$ cat config.mk
export PLATFORM = sky130hd
export DESIGN_NAME = decode_stage
export DESIGN_NICKNAME = d
export VERILOG_FILES = /design/src/rtl/decode_stage.sv
export SDC_FILE = /design/constraint.sdc
export NUM_CORES = 2
export LEC_CHECK = 0
export BUFFER_PORTS_ARGS = -buffer_cell sky130_fd_sc_hd__buf_4
export CORE_MARGIN = 1
export CORE_UTILIZATION = 64
export CTS_BUF_LIST = sky130_fd_sc_hd__clkbuf_4
export CTS_CLUSTER_DIAMETER = 30
export DETAILED_ROUTE_END_ITERATION = 7
export PLACE_DENSITY = 0.83
export SKIP_CTS_REPAIR_TIMING = 1
export SLEW_MARGIN = 0
export SYNTH_ARGS = -nofsm -noshare
export SYNTH_HDL_FRONTEND = slang
export SYNTH_SLANG_ARGS = --single-unit
$ cat constraint.sdc
create_clock -name clk -period 3.3 [get_ports clk]
set_input_delay 0.33 -clock clk [delete_from_list [all_inputs] [get_ports clk]]
set_output_delay 0.33 -clock clk [all_outputs]
set_load 0.01 [all_outputs]
$ cat src/rtl/decode_stage.sv
// RV32I decode stage: decode, register-file read with writeback bypass, immediate
// generation, load-use stall and the D/E pipeline register. Define DECODE_RV32M_EN to accept RV32M.
module decode_stage #(
  parameter int XLEN  = 32,
  parameter int NREGS = 32
) (
  input  logic            clk,
  input  logic            rst,
  input  logic            valid_in,
  input  logic [XLEN-1:0] pc_in,
  input  logic [31:0]     instr_in,
  input  logic            branch_taken,
  input  logic            wb_en,
  input  logic [4:0]      wb_rd,
  input  logic [XLEN-1:0] wb_data,
  output logic            stall_f,
  output logic            valid_d,
  output logic [XLEN-1:0] pc_d,
  output logic [XLEN-1:0] rs1_val,
  output logic [XLEN-1:0] rs2_val,
  output logic [XLEN-1:0] imm,
  output logic [4:0]      rs1,
  output logic [4:0]      rs2,
  output logic [4:0]      rd,
  output logic [4:0]      alu_op,
  output logic [2:0]      funct3,
  output logic [9:0]      ctrl
);

  typedef logic [XLEN-1:0] word_t;

  localparam logic [6:0] OP_LUI    = 7'b0110111;
  localparam logic [6:0] OP_AUIPC  = 7'b0010111;
  localparam logic [6:0] OP_JAL    = 7'b1101111;
  localparam logic [6:0] OP_JALR   = 7'b1100111;
  localparam logic [6:0] OP_BRANCH = 7'b1100011;
  localparam logic [6:0] OP_LOAD   = 7'b0000011;
  localparam logic [6:0] OP_STORE  = 7'b0100011;
  localparam logic [6:0] OP_IMM    = 7'b0010011;
  localparam logic [6:0] OP_REG    = 7'b0110011;
  localparam logic [6:0] OP_FENCE  = 7'b0001111;

  localparam logic [4:0] ALU_ADD  = 5'd0;
  localparam logic [4:0] ALU_SUB  = 5'd1;
  localparam logic [4:0] ALU_SLL  = 5'd2;
  localparam logic [4:0] ALU_SLT  = 5'd3;
  localparam logic [4:0] ALU_SLTU = 5'd4;
  localparam logic [4:0] ALU_XOR  = 5'd5;
  localparam logic [4:0] ALU_SRL  = 5'd6;
  localparam logic [4:0] ALU_SRA  = 5'd7;
  localparam logic [4:0] ALU_OR   = 5'd8;
  localparam logic [4:0] ALU_AND  = 5'd9;

  // ctrl bit positions
  localparam int C_MEM_READ = 8;

  // Hold register: the instruction that stalled, replayed the following cycle
  logic        r_hold_valid;
  word_t       r_hold_pc;
  logic [31:0] r_hold_instr;

  // D/E pipeline register
  logic        r_valid_d;
  word_t       r_pc_d;
  word_t       r_rs1_val;
  word_t       r_rs2_val;
  word_t       r_imm;
  logic [4:0]  r_rs1;
  logic [4:0]  r_rs2;
  logic [4:0]  r_rd;
  logic [4:0]  r_alu_op;
  logic [2:0]  r_funct3;
  logic [9:0]  r_ctrl;

  word_t       r_rf [NREGS];

  logic        w_src_valid;
  word_t       w_src_pc;
  logic [31:0] w_src_instr;

  logic [6:0]  w_opcode;
  logic [2:0]  w_f3;
  logic [6:0]  w_f7;
  logic [4:0]  w_rs1;
  logic [4:0]  w_rs2;
  logic [4:0]  w_rd;

  logic [31:0] w_imm_i;
  logic [31:0] w_imm_s;
  logic [31:0] w_imm_b;
  logic [31:0] w_imm_u;
  logic [31:0] w_imm_j;

  logic        w_rw, w_mr, w_mw, w_br, w_jal, w_jalr, w_asi, w_lui, w_auipc, w_bad;
  logic [4:0]  w_alu_op;
  logic [31:0] w_imm32;
  logic        w_uses_rs1;
  logic        w_uses_rs2;
  logic [9:0]  w_ctrl;
  logic [4:0]  w_alu_final;

  word_t       w_rs1_val;
  word_t       w_rs2_val;
  logic        w_ld_hit;

  assign w_src_valid = r_hold_valid | valid_in;
  assign w_src_pc    = r_hold_valid ? r_hold_pc    : pc_in;
  assign w_src_instr = r_hold_valid ? r_hold_instr : instr_in;

  assign w_opcode = w_src_instr[6:0];
  assign w_rd     = w_src_instr[11:7];
  assign w_f3     = w_src_instr[14:12];
  assign w_rs1    = w_src_instr[19:15];
  assign w_rs2    = w_src_instr[24:20];
  assign w_f7     = w_src_instr[31:25];

  assign w_imm_i = {{20{w_src_instr[31]}}, w_src_instr[31:20]};
  assign w_imm_s = {{20{w_src_instr[31]}}, w_src_instr[31:25], w_src_instr[11:7]};
  assign w_imm_b = {{19{w_src_instr[31]}}, w_src_instr[31], w_src_instr[7],
                    w_src_instr[30:25], w_src_instr[11:8], 1'b0};
  assign w_imm_u = {w_src_instr[31:12], 12'b0};
  assign w_imm_j = {{11{w_src_instr[31]}}, w_src_instr[31], w_src_instr[19:12],
                    w_src_instr[20], w_src_instr[30:21], 1'b0};

  function automatic logic [4:0] base_alu(input logic [2:0] f3);
    case (f3)
      3'b000:  base_alu = ALU_ADD;
      3'b001:  base_alu = ALU_SLL;
      3'b010:  base_alu = ALU_SLT;
      3'b011:  base_alu = ALU_SLTU;
      3'b100:  base_alu = ALU_XOR;
      3'b101:  base_alu = ALU_SRL;
      3'b110:  base_alu = ALU_OR;
      default: base_alu = ALU_AND;
    endcase
  endfunction

  always_comb begin
    w_rw       = 1'b0;
    w_mr       = 1'b0;
    w_mw       = 1'b0;
    w_br       = 1'b0;
    w_jal      = 1'b0;
    w_jalr     = 1'b0;
    w_asi      = 1'b0;
    w_lui      = 1'b0;
    w_auipc    = 1'b0;
    w_bad      = 1'b0;
    w_alu_op   = ALU_ADD;
    w_imm32    = '0;
    w_uses_rs1 = 1'b1;
    w_uses_rs2 = 1'b0;
    case (w_opcode)
      OP_LUI: begin
        w_rw = 1'b1; w_asi = 1'b1; w_lui = 1'b1;
        w_imm32 = w_imm_u; w_uses_rs1 = 1'b0;
      end
      OP_AUIPC: begin
        w_rw = 1'b1; w_asi = 1'b1; w_auipc = 1'b1;
        w_imm32 = w_imm_u; w_uses_rs1 = 1'b0;
      end
      OP_JAL: begin
        w_rw = 1'b1; w_jal = 1'b1;
        w_imm32 = w_imm_j; w_uses_rs1 = 1'b0;
      end
      OP_JALR: begin
        w_rw = 1'b1; w_jalr = 1'b1; w_asi = 1'b1;
        w_imm32 = w_imm_i;
        w_bad = (w_f3 != 3'b000);
      end
      OP_BRANCH: begin
        w_br = 1'b1; w_imm32 = w_imm_b; w_uses_rs2 = 1'b1;
        case (w_f3)
          3'b000, 3'b001: w_alu_op = ALU_SUB;
          3'b100, 3'b101: w_alu_op = ALU_SLT;
          3'b110, 3'b111: w_alu_op = ALU_SLTU;
          default:        w_bad    = 1'b1;
        endcase
      end
      OP_LOAD: begin
        w_rw = 1'b1; w_mr = 1'b1; w_asi = 1'b1;
        w_imm32 = w_imm_i;
        w_bad = (w_f3 == 3'b011) || (w_f3 == 3'b110) || (w_f3 == 3'b111);
      end
      OP_STORE: begin
        w_mw = 1'b1; w_asi = 1'b1; w_uses_rs2 = 1'b1;
        w_imm32 = w_imm_s;
        w_bad = (w_f3 > 3'b010);
      end
      OP_IMM: begin
        w_rw = 1'b1; w_asi = 1'b1;
        w_imm32 = w_imm_i;
        w_alu_op = base_alu(w_f3);
        // Shift-immediates carry the shift kind in the upper immediate bits
        if (w_f3 == 3'b001) begin
          w_bad = (w_f7 != 7'b0000000);
        end else if (w_f3 == 3'b101) begin
          if (w_f7 == 7'b0100000) w_alu_op = ALU_SRA;
          else if (w_f7 != 7'b0000000) w_bad = 1'b1;
        end
      end
      OP_REG: begin
        w_rw = 1'b1; w_uses_rs2 = 1'b1;
        case (w_f7)
          7'b0000000: w_alu_op = base_alu(w_f3);
          7'b0100000: begin
            if (w_f3 == 3'b000)      w_alu_op = ALU_SUB;
            else if (w_f3 == 3'b101) w_alu_op = ALU_SRA;
            else                     w_bad    = 1'b1;
          end
`ifdef DECODE_RV32M_EN
          7'b0000001: w_alu_op = 5'd16 + {2'b00, w_f3};
`endif
          default: w_bad = 1'b1;
        endcase
      end
      OP_FENCE: begin
        w_uses_rs1 = 1'b1;
      end
      default: w_bad = 1'b1;
    endcase
  end

  // An illegal instruction must not touch architectural state or memory
  assign w_ctrl      = w_bad ? 10'b00_0000_0001
                             : {w_rw, w_mr, w_mw, w_br, w_jal, w_jalr, w_asi, w_lui, w_auipc, 1'b0};
  assign w_alu_final = w_bad ? ALU_ADD : w_alu_op;

  always_ff @(posedge clk) begin
    if (wb_en && (wb_rd != 5'd0)) r_rf[wb_rd] <= wb_data;
  end

  always_comb begin
    w_rs1_val = '0;
    if (w_rs1 != 5'd0) w_rs1_val = (wb_en && (wb_rd == w_rs1)) ? wb_data : r_rf[w_rs1];
  end

  always_comb begin
    w_rs2_val = '0;
    if (w_rs2 != 5'd0) w_rs2_val = (wb_en && (wb_rd == w_rs2)) ? wb_data : r_rf[w_rs2];
  end

  assign w_ld_hit = r_valid_d && r_ctrl[C_MEM_READ] && (r_rd != 5'd0) &&
                    ((w_uses_rs1 && (w_rs1 == r_rd)) || (w_uses_rs2 && (w_rs2 == r_rd)));

  assign stall_f = !rst && !branch_taken && w_src_valid && w_ld_hit;

  always_ff @(posedge clk) begin
    if (rst) begin
      r_hold_valid <= 1'b0;
      r_hold_pc    <= '0;
      r_hold_instr <= '0;
      r_valid_d    <= 1'b0;
      r_pc_d       <= '0;
      r_rs1_val    <= '0;
      r_rs2_val    <= '0;
      r_imm        <= '0;
      r_rs1        <= '0;
      r_rs2        <= '0;
      r_rd         <= '0;
      r_alu_op     <= '0;
      r_funct3     <= '0;
      r_ctrl       <= '0;
    end else if (branch_taken) begin
      r_valid_d    <= 1'b0;
      r_ctrl       <= '0;
      r_hold_valid <= 1'b0;
    end else if (stall_f) begin
      r_hold_valid <= 1'b1;
      r_hold_pc    <= w_src_pc;
      r_hold_instr <= w_src_instr;
      r_valid_d    <= 1'b0;
      r_ctrl       <= '0;
    end else begin
      r_hold_valid <= 1'b0;
      r_valid_d    <= w_src_valid;
      r_ctrl       <= w_src_valid ? w_ctrl : 10'd0;
      r_pc_d       <= w_src_pc;
      r_rs1_val    <= w_rs1_val;
      r_rs2_val    <= w_rs2_val;
      r_imm        <= XLEN'($signed(w_imm32));
      r_rs1        <= w_rs1;
      r_rs2        <= w_rs2;
      r_rd         <= w_rd;
      r_alu_op     <= w_alu_final;
      r_funct3     <= w_f3;
    end
  end

  assign valid_d = r_valid_d;
  assign pc_d    = r_pc_d;
  assign rs1_val = r_rs1_val;
  assign rs2_val = r_rs2_val;
  assign imm     = r_imm;
  assign rs1     = r_rs1;
  assign rs2     = r_rs2;
  assign rd      = r_rd;
  assign alu_op  = r_alu_op;
  assign funct3  = r_funct3;
  assign ctrl    = r_ctrl;

endmodule
======== Word-level counts from Yosys, hierarchy flattened ========
Memories as Yosys holds them, arrays and structs flattened.
Cells that the tools add are included.
W data, S select, Z words.
word-level totals
  memories ................................ 1
  output and inout bits ................... 163
  memory bits (writable) .................. 1024
  register bits after elaboration ......... 227
  latch bits .............................. 0
  logic and storage cells ................. 125
  ROM bits ................................ 0
memory list
  name  words  width  rd ports  clocked after memory_dff  wr ports  RTL line  RTL
  r_rf  32     32     2         0                         1         75        word_t r_rf [NREGS];
cells by class
  div/mod/pow operators ................... 0
  reductions and logical operators ........ 41
  bitwise operators ....................... 4
  magnitude comparators ................... 1
  muxes and demuxes ....................... 41
  eq/ne operators ......................... 22
  add/subtract/negate cells ............... 0
  shift-type cells ........................ 0
  multiply operators ...................... 0
operator list
  cell                  count
  $mux W32              6
  $pmux W32 S5          1
  $eq A7 B6 Y1 const B  4
  $pmux W4 S7           1
  $mux W1               22
  $eq A7 B7 Y1 const B  3
  $eq A5 B5 Y1          4
  $reduce_bool A5 Y1    4
  $eq A7 B5 Y1 const B  2
  $eq A3 B3 Y1 const B  4
  $mux W4               3
  $pmux W4 S3           1
  $reduce_or A3 Y1      4
  $reduce_or A6 Y1      2
  $logic_and A1 B1 Y1   11
  $reduce_or A2 Y1      5
  $pmux W3 S3           1
  $pmux W4 S2           1
  $reduce_or A4 Y1      2
  $eq A7 B2 Y1 const B  1
  $eq A7 B4 Y1 const B  1
  $logic_not A7 Y1      1
  $pmux W1 S7           1
  $reduce_bool A7 Y1    1
  other kinds (15)      23

======== Depth between registers and ports, before layout ========
  depth in word-level cells ............... 10
  mapped depth ............................ 15
  mapped depth without buffers ............ 7

======== Least setup slack after synthesis ========
No wires, ideal clock.
  path kind ............................... input port to flip-flop
  from .................................... in wb_rd[3]
  to ...................................... mem r_rf[26][0] in the netlist's numbering, enable pin
  slack ................................... 595 ps
  path buffers ............................ 1
  stages .................................. 4
  data arrival time ....................... 2284 ps
  cells stage by stage .................... clkbuf_1 > nor2b_1 > nand3_1 > nor2_1
between the ends
  word-level cells in the longest chain between the ends .. 4
ends and longest elaborated chain
  what                           RTL line  RTL
  start: declaration             14        input logic [4:0] wb_rd,
  $reduce_bool A5 Y1             230       if (wb_en && (wb_rd != 5'd0)) r_rf[wb_rd] <= wb_data;
  $logic_and A1 B1 Y1            230
  $mux W1                        230
  $mux W1 (implied by the code)  230
  end: declaration               75
Several ways; a longest one is shown, not always the timed one.

======== Worst setup path after layout ========
  from .................................... reg r_hold_valid
  to ...................................... out stall_f
between the ends
  word-level cells in the longest chain between the ends .. 8
  elaborated cells on any way between the ends .. 20
  classes of those cells .................. eq/ne (8); mux (3); bitwise (1); reduce/logical (8)
ends and longest elaborated chain
  what                                  RTL line  RTL
  start: declaration                    58        logic r_hold_valid;
  start signal: assignment              250       r_hold_valid <= 1'b0;
  start signal: assignment              267       r_hold_valid <= 1'b0;
  start signal: assignment              269       r_hold_valid <= 1'b1;
  $mux W32                              108       assign w_src_instr = r_hold_valid ? r_hold_instr : instr_in;
  $eq A7 B7 Y1 (tied with other cells)  153       case (w_opcode)
  $reduce_or A3 Y1 (no line)            n/a
  $mux W1                               153
  $logic_and A1 B1 Y1                   244       ((w_uses_rs1 && (w_rs1 == r_rd)) || (w_uses_rs2 && (w_rs2 == r_rd)));
  $logic_or A1 B1 Y1                    244
  $logic_and A1 B1 Y1                   243       assign w_ld_hit = r_valid_d && r_ctrl[C_MEM_READ] && (r_rd != 5'd0) &&
  $logic_and A1 B1 Y1 (*)               246       assign stall_f = !rst && !branch_taken && w_src_valid && w_ld_hit;
  end: declaration                      16        output logic stall_f,
Mark *: on every way between the ends. The rest lies on a longest branch, timed or not.

==> flow_results.xml <==
<?xml version="1.0" encoding="UTF-8"?>
<metrics>
  <group name="detailed_routing">
    <metric name="dr_wl_met3" unit="mm">36.7</metric>
    <metric name="wl_per_cell" unit="µm">31.1</metric>
    <metric name="dr_wl_met2" unit="mm">89.7</metric>
    <metric name="route.final.wire_length" unit="mm">210</metric>
    <metric name="routed.top_layer" unit="">met5</metric>
    <metric name="drt_drc_violations_left" unit="">15</metric>
    <metric name="detailedRoute.firstPassIterationCount" unit="">8</metric>
    <metric name="detail_route.iter0.violations" unit="">9359</metric>
    <metric name="viasPerCell" unit="">7.25</metric>
    <metric name="vias" unit="">48900</metric>
    <metric name="remaining_antenna_violation_count" unit="">0</metric>
    <metric name="met1Wirelength" unit="mm">65.4</metric>
  </group>
  <group name="cts">
    <metric name="cts_buffers" unit="">330</metric>
    <metric name="clkSinkCount" unit="">1250</metric>
    <metric name="clkSlewWorstSetupHoldPaths" unit="ps">60</metric>
    <metric name="maximum_root_to_sink_buffer_count" unit="">4</metric>
    <metric name="clock_insertion_delay_worst_skew" unit="ps">1240</metric>
    <metric name="htreeDepth" unit="">5</metric>
    <metric name="cts-root-buf" unit="">sky130_fd_sc_hd__clkbuf_4</metric>
    <metric name="cts_tree" unit="">yes</metric>
  </group>
  <group name="setup_path">
    <metric name="cp_max_stage_delay" unit="ps">610</metric>
    <metric name="worstReg2RegStart" unit="">r_hold_valid</metric>
    <metric name="r2r_cells" unit="">11</metric>
    <metric name="worst_setup_path_start_kind" unit="">register</metric>
    <metric name="worst_r2r_endpoint" unit="">rs2_val[9]</metric>
    <metric name="path_common_cell" unit="">sky130_fd_sc_hd__buf_6</metric>
    <metric name="crit_path_top_delay_cell" unit="">sky130_fd_sc_hd__or4_4</metric>
    <metric name="timing.reg2reg.setup_slack" unit="ps">-140</metric>
    <metric name="worst_setup_path_end_kind" unit="">primary output</metric>
    <metric name="timing.critical_path.arrival" unit="ps">3250</metric>
    <metric name="timing_worst_setup_path_type" unit="">register to primary output</metric>
    <metric name="path_cells" unit="">buf_6 -&gt; buf_12 -&gt; mux2i_4 -&gt; nor4_1 -&gt; o211a_1 -&gt; or4_4 -&gt; nand2_4 -&gt; buf_6</metric>
    <metric name="cell_class_contributing_the_biggest_share_of_worst_path_delay" unit="">simple AND/OR/NAND/NOR gates</metric>
    <metric name="timing.critical_path.buf_inv" unit="">3</metric>
    <metric name="timing.critical_path.from" unit="">r_hold_valid</metric>
    <metric name="cp.required" unit="ps">2970</metric>
    <metric name="worst-path-max-fanout" unit="">5</metric>
    <metric name="worst_setup_path_endpoint" unit="">stall_f</metric>
    <metric name="critical_path_stages" unit="">8</metric>
  </group>
  <group name="grt">
    <metric name="overflow" unit="">0</metric>
    <metric name="grt_antenna_before_repair" unit="">9</metric>
    <metric name="first_global_vias" unit="">46200</metric>
    <metric name="total_routing_usage_reported_by_global_routing" unit="%">43.1</metric>
    <metric name="grt_first_pass_wirelength" unit="mm">291</metric>
    <metric name="grt_max_degree" unit="">104</metric>
  </group>
  <group name="floorplan">
    <metric name="design.die.area" unit="µm²">92300</metric>
    <metric name="die_height" unit="µm">304</metric>
    <metric name="die_w" unit="µm">304</metric>
    <metric name="placementRows" unit="">110</metric>
    <metric name="io_pins" unit="">269</metric>
    <metric name="floorplan.initialDensity" unit="%">64.6</metric>
    <metric name="core" unit="µm²">90100</metric>
  </group>
  <group name="finish">
    <metric name="ratio_of_cells_with_drive_above_1_in_the_final_layout" unit="%">24.1</metric>
    <metric name="final_cell_mix" unit="">sky130_fd_sc_hd__edfxtp_1, sky130_fd_sc_hd__nand2_1, sky130_fd_sc_hd__clkbuf_4</metric>
    <metric name="num-nets-final" unit="">5414</metric>
    <metric name="utilization" unit="%">76.4</metric>
    <metric name="most_common_cell_after_layout_fill_and_taps_aside" unit="">sky130_fd_sc_hd__edfxtp_1</metric>
    <metric name="areaGrowthSynthToFinish" unit="%">18.2</metric>
  </group>
  <group name="synth">
    <metric name="largest_family_of_logic_cells_by_synthesized_area" unit="">simple AND/OR/NAND/NOR gates</metric>
    <metric name="ys_seq_area_share" unit="%">60.5</metric>
    <metric name="netlist.top_cell.by_area" unit="">sky130_fd_sc_hd__edfxtp_1</metric>
    <metric name="total_number_of_yosys_warnings" unit="">0</metric>
    <metric name="synth_mux_area_share" unit="%">12.6</metric>
    <metric name="post_synth_and_or_nand_nor_area_fraction" unit="%">12.8</metric>
    <metric name="synth_top_area_share" unit="%">52.8</metric>
    <metric name="post_synth_edffs" unit="">1024</metric>
    <metric name="synth.cell_area" unit="µm²">58300</metric>
    <metric name="synth-async-reset-ratio" unit="%">0</metric>
    <metric name="ys_top_cells_by_area" unit="">sky130_fd_sc_hd__edfxtp_1, sky130_fd_sc_hd__mux4_2, sky130_fd_sc_hd__dfxtp_1, sky130_fd_sc_hd__nand2_1, sky130_fd_sc_hd__mux2i_1</metric>
    <metric name="synth_cells" unit="">4662</metric>
    <metric name="ys_types" unit="">77</metric>
    <metric name="ys.flop_type" unit="">sky130_fd_sc_hd__edfxtp_1</metric>
    <metric name="syn-mean-instance-area" unit="µm²">12.5</metric>
    <metric name="synth_compound_area_share" unit="%">10.5</metric>
    <metric name="post_synth_fa_ha_maj_area_fraction" unit="%">0</metric>
    <metric name="post_synthesis_sequential_element_count" unit="">1250</metric>
    <metric name="synthXorXnorAreaFrac" unit="%">0.286</metric>
  </group>
  <group name="sta">
    <metric name="share_of_the_cycle_needed_by_the_critical_path_after_routing" unit="%">109</metric>
    <metric name="clock.fmax" unit="MHz">279</metric>
    <metric name="hold_slack" unit="ps">-37.2</metric>
    <metric name="finalSetupViolCount" unit="">35</metric>
    <metric name="tightestPinTransition" unit="ps">1020</metric>
    <metric name="slew_limit_headroom" unit="%">32.0</metric>
    <metric name="post-route-worst-setup-slack" unit="ps">-282</metric>
    <metric name="timing.final.crit_period" unit="ps">3580</metric>
    <metric name="rsz0062_at_grt" unit="">yes</metric>
    <metric name="final_hold_viol_count" unit="">12</metric>
    <metric name="fin_skew" unit="ps">79.0</metric>
    <metric name="timing_max_transition_violations_final" unit="">0</metric>
  </group>
  <group name="status">
    <metric name="outcome" unit="">complete, but fails checks</metric>
    <metric name="failed_checks" unit="">design-rule violations, negative hold slack, negative setup slack</metric>
  </group>
  <group name="pwr">
    <metric name="p_per_area" unit="nW/µm²">505</metric>
    <metric name="max-vdd-ir-drop" unit="mV">0.438</metric>
    <metric name="p_leak" unit="nW">24.4</metric>
  </group>
  <group name="place">
    <metric name="detailed_place_hpwl" unit="mm">119</metric>
    <metric name="gp_congestion" unit="">0.961</metric>
    <metric name="port_buffers" unit="">267</metric>
  </group>
  <group name="job">
    <metric name="maxCapViolations" unit="">0</metric>
  </group>
  <group name="hold_path">
    <metric name="hold_path.class" unit="">input pin to register</metric>
  </group>
</metrics>
-- flip-flops by register name, indices dropped and copies added (netlist names) --
signal	cells
ctrl	10
imm	32
r_hold_pc	32
rs1_val	32
alu_op	4
funct3	3
pc_d	32
rd	5
rs1	5
valid_d	1
rs2	5
r_hold_instr	32
r_rf	1024
r_hold_valid	1
rs2_val	32
-- cell type report --
class	count	area, µm²
Multi-Input combinational cell	3062	21800
Sequential cell	1250	35300
Clock inverter	91	474
Antenna cell	19	47.5
Tap cell	1176	1470
Fill cell	5339	21300
Timing Repair Buffer	658	6180
Clock buffer	479	3600
Inverter	6	22.5
-- routing by layer --
| layer | track usage [%] | vias up |
|---|---|---|
| met5 | 0 | - |
| met2 | 62.1 | 5225 |
| li1 | - | 19500 |
| met1 | 54.1 | 22800 |
| met3 | 15.6 | 1325 |
| met4 | 31.0 | 14 |
-- power by group --
group	internal, W	switching, W	total, W
Clock	0.00696	0.00641	0.0134
Sequential	0.0174	0.000288	0.0176
Combinational	0.00143	0.00234	0.00377
Total	0.0257	0.00904	0.0348
-- cell families (layout without fill, tap and decap cells) --
logic type,after synthesis,in the layout
DFF,1250,1250
and+or+nand+nor,1706,1706
AOI/OAI and AO/OA,839,841
xor gates and xnor gates,19,19
muxes,462,463
other,1,52
buffers and inverters,385,1234
-- synth_stat cells, drive strengths merged (3+ instances only) --
library cell / n
a211oi: 98
o31ai: 16
and3: 64
edfxtp: 1024
o2111a: 60
nand4: 39
o22ai: 68
a221oi: 15
nand2b: 59
mux2i: 233
or3: 9
xnor2: 18
a22o: 5
and2: 11
nor2b: 6
a21oi: 72
nor3b: 5
clkbuf: 186
nor4: 8
nor2: 246
a32oi: 178
buf: 193
inv: 6
nor3: 37
a31oi: 11
a22oi: 29
a32o: 3
or4: 4
nand2: 888
a221o: 44
mux4: 210
o211ai: 5
nand3: 318
mux2: 19
dfxtp: 226
o21ai: 219
-- metrics by stage --
step	TNS, ps	std cells	setup WS [ps]	power, W	area (µm²)
floorplan	0	4694	595	0.0197	58400
global placement	0	5975	73.4	0.0213	62800
detailed placement	0	5975	19.8	0.0213	62800
CTS	-659	6545	-659	0.0344	66900
global route	-1080	6730	-323	0.0357	68800
finish	-1960	6741	-282	0.0348	68900
-- worst min path at each step --
stage            startpoint  slack (ps)  cells past startpoint                to
2_1_floorplan    wb_data[0]         430                      0        r_rf[0][0]
3_3_place_gp         imm[9]         450                      2            imm[9]
3_5_place_dp      alu_op[3]         450                      2         alu_op[3]
4_1_cts        instr_in[11]        -710                      3  r_hold_instr[11]
5_1_grt           pc_in[17]         -20                      4     r_hold_pc[17]
6_report          pc_in[17]         -40                      4     r_hold_pc[17]
-- worst register-to-register path: stages, from the launching register on --
cell and delay (ps):
sky130_fd_sc_hd__dfxtp_4 400, sky130_fd_sc_hd__buf_12 150, sky130_fd_sc_hd__buf_4 190, sky130_fd_sc_hd__mux2i_4 290, sky130_fd_sc_hd__buf_4 580, sky130_fd_sc_hd__xnor2_1 140
sky130_fd_sc_hd__nor4_1 350, sky130_fd_sc_hd__nand3_1 170, sky130_fd_sc_hd__buf_4 230, sky130_fd_sc_hd__dlygate4sd3_1 700, sky130_fd_sc_hd__nand4_1 140, sky130_fd_sc_hd__nand2_1 50
Note: power is estimated with default switching activity, not from simulation.
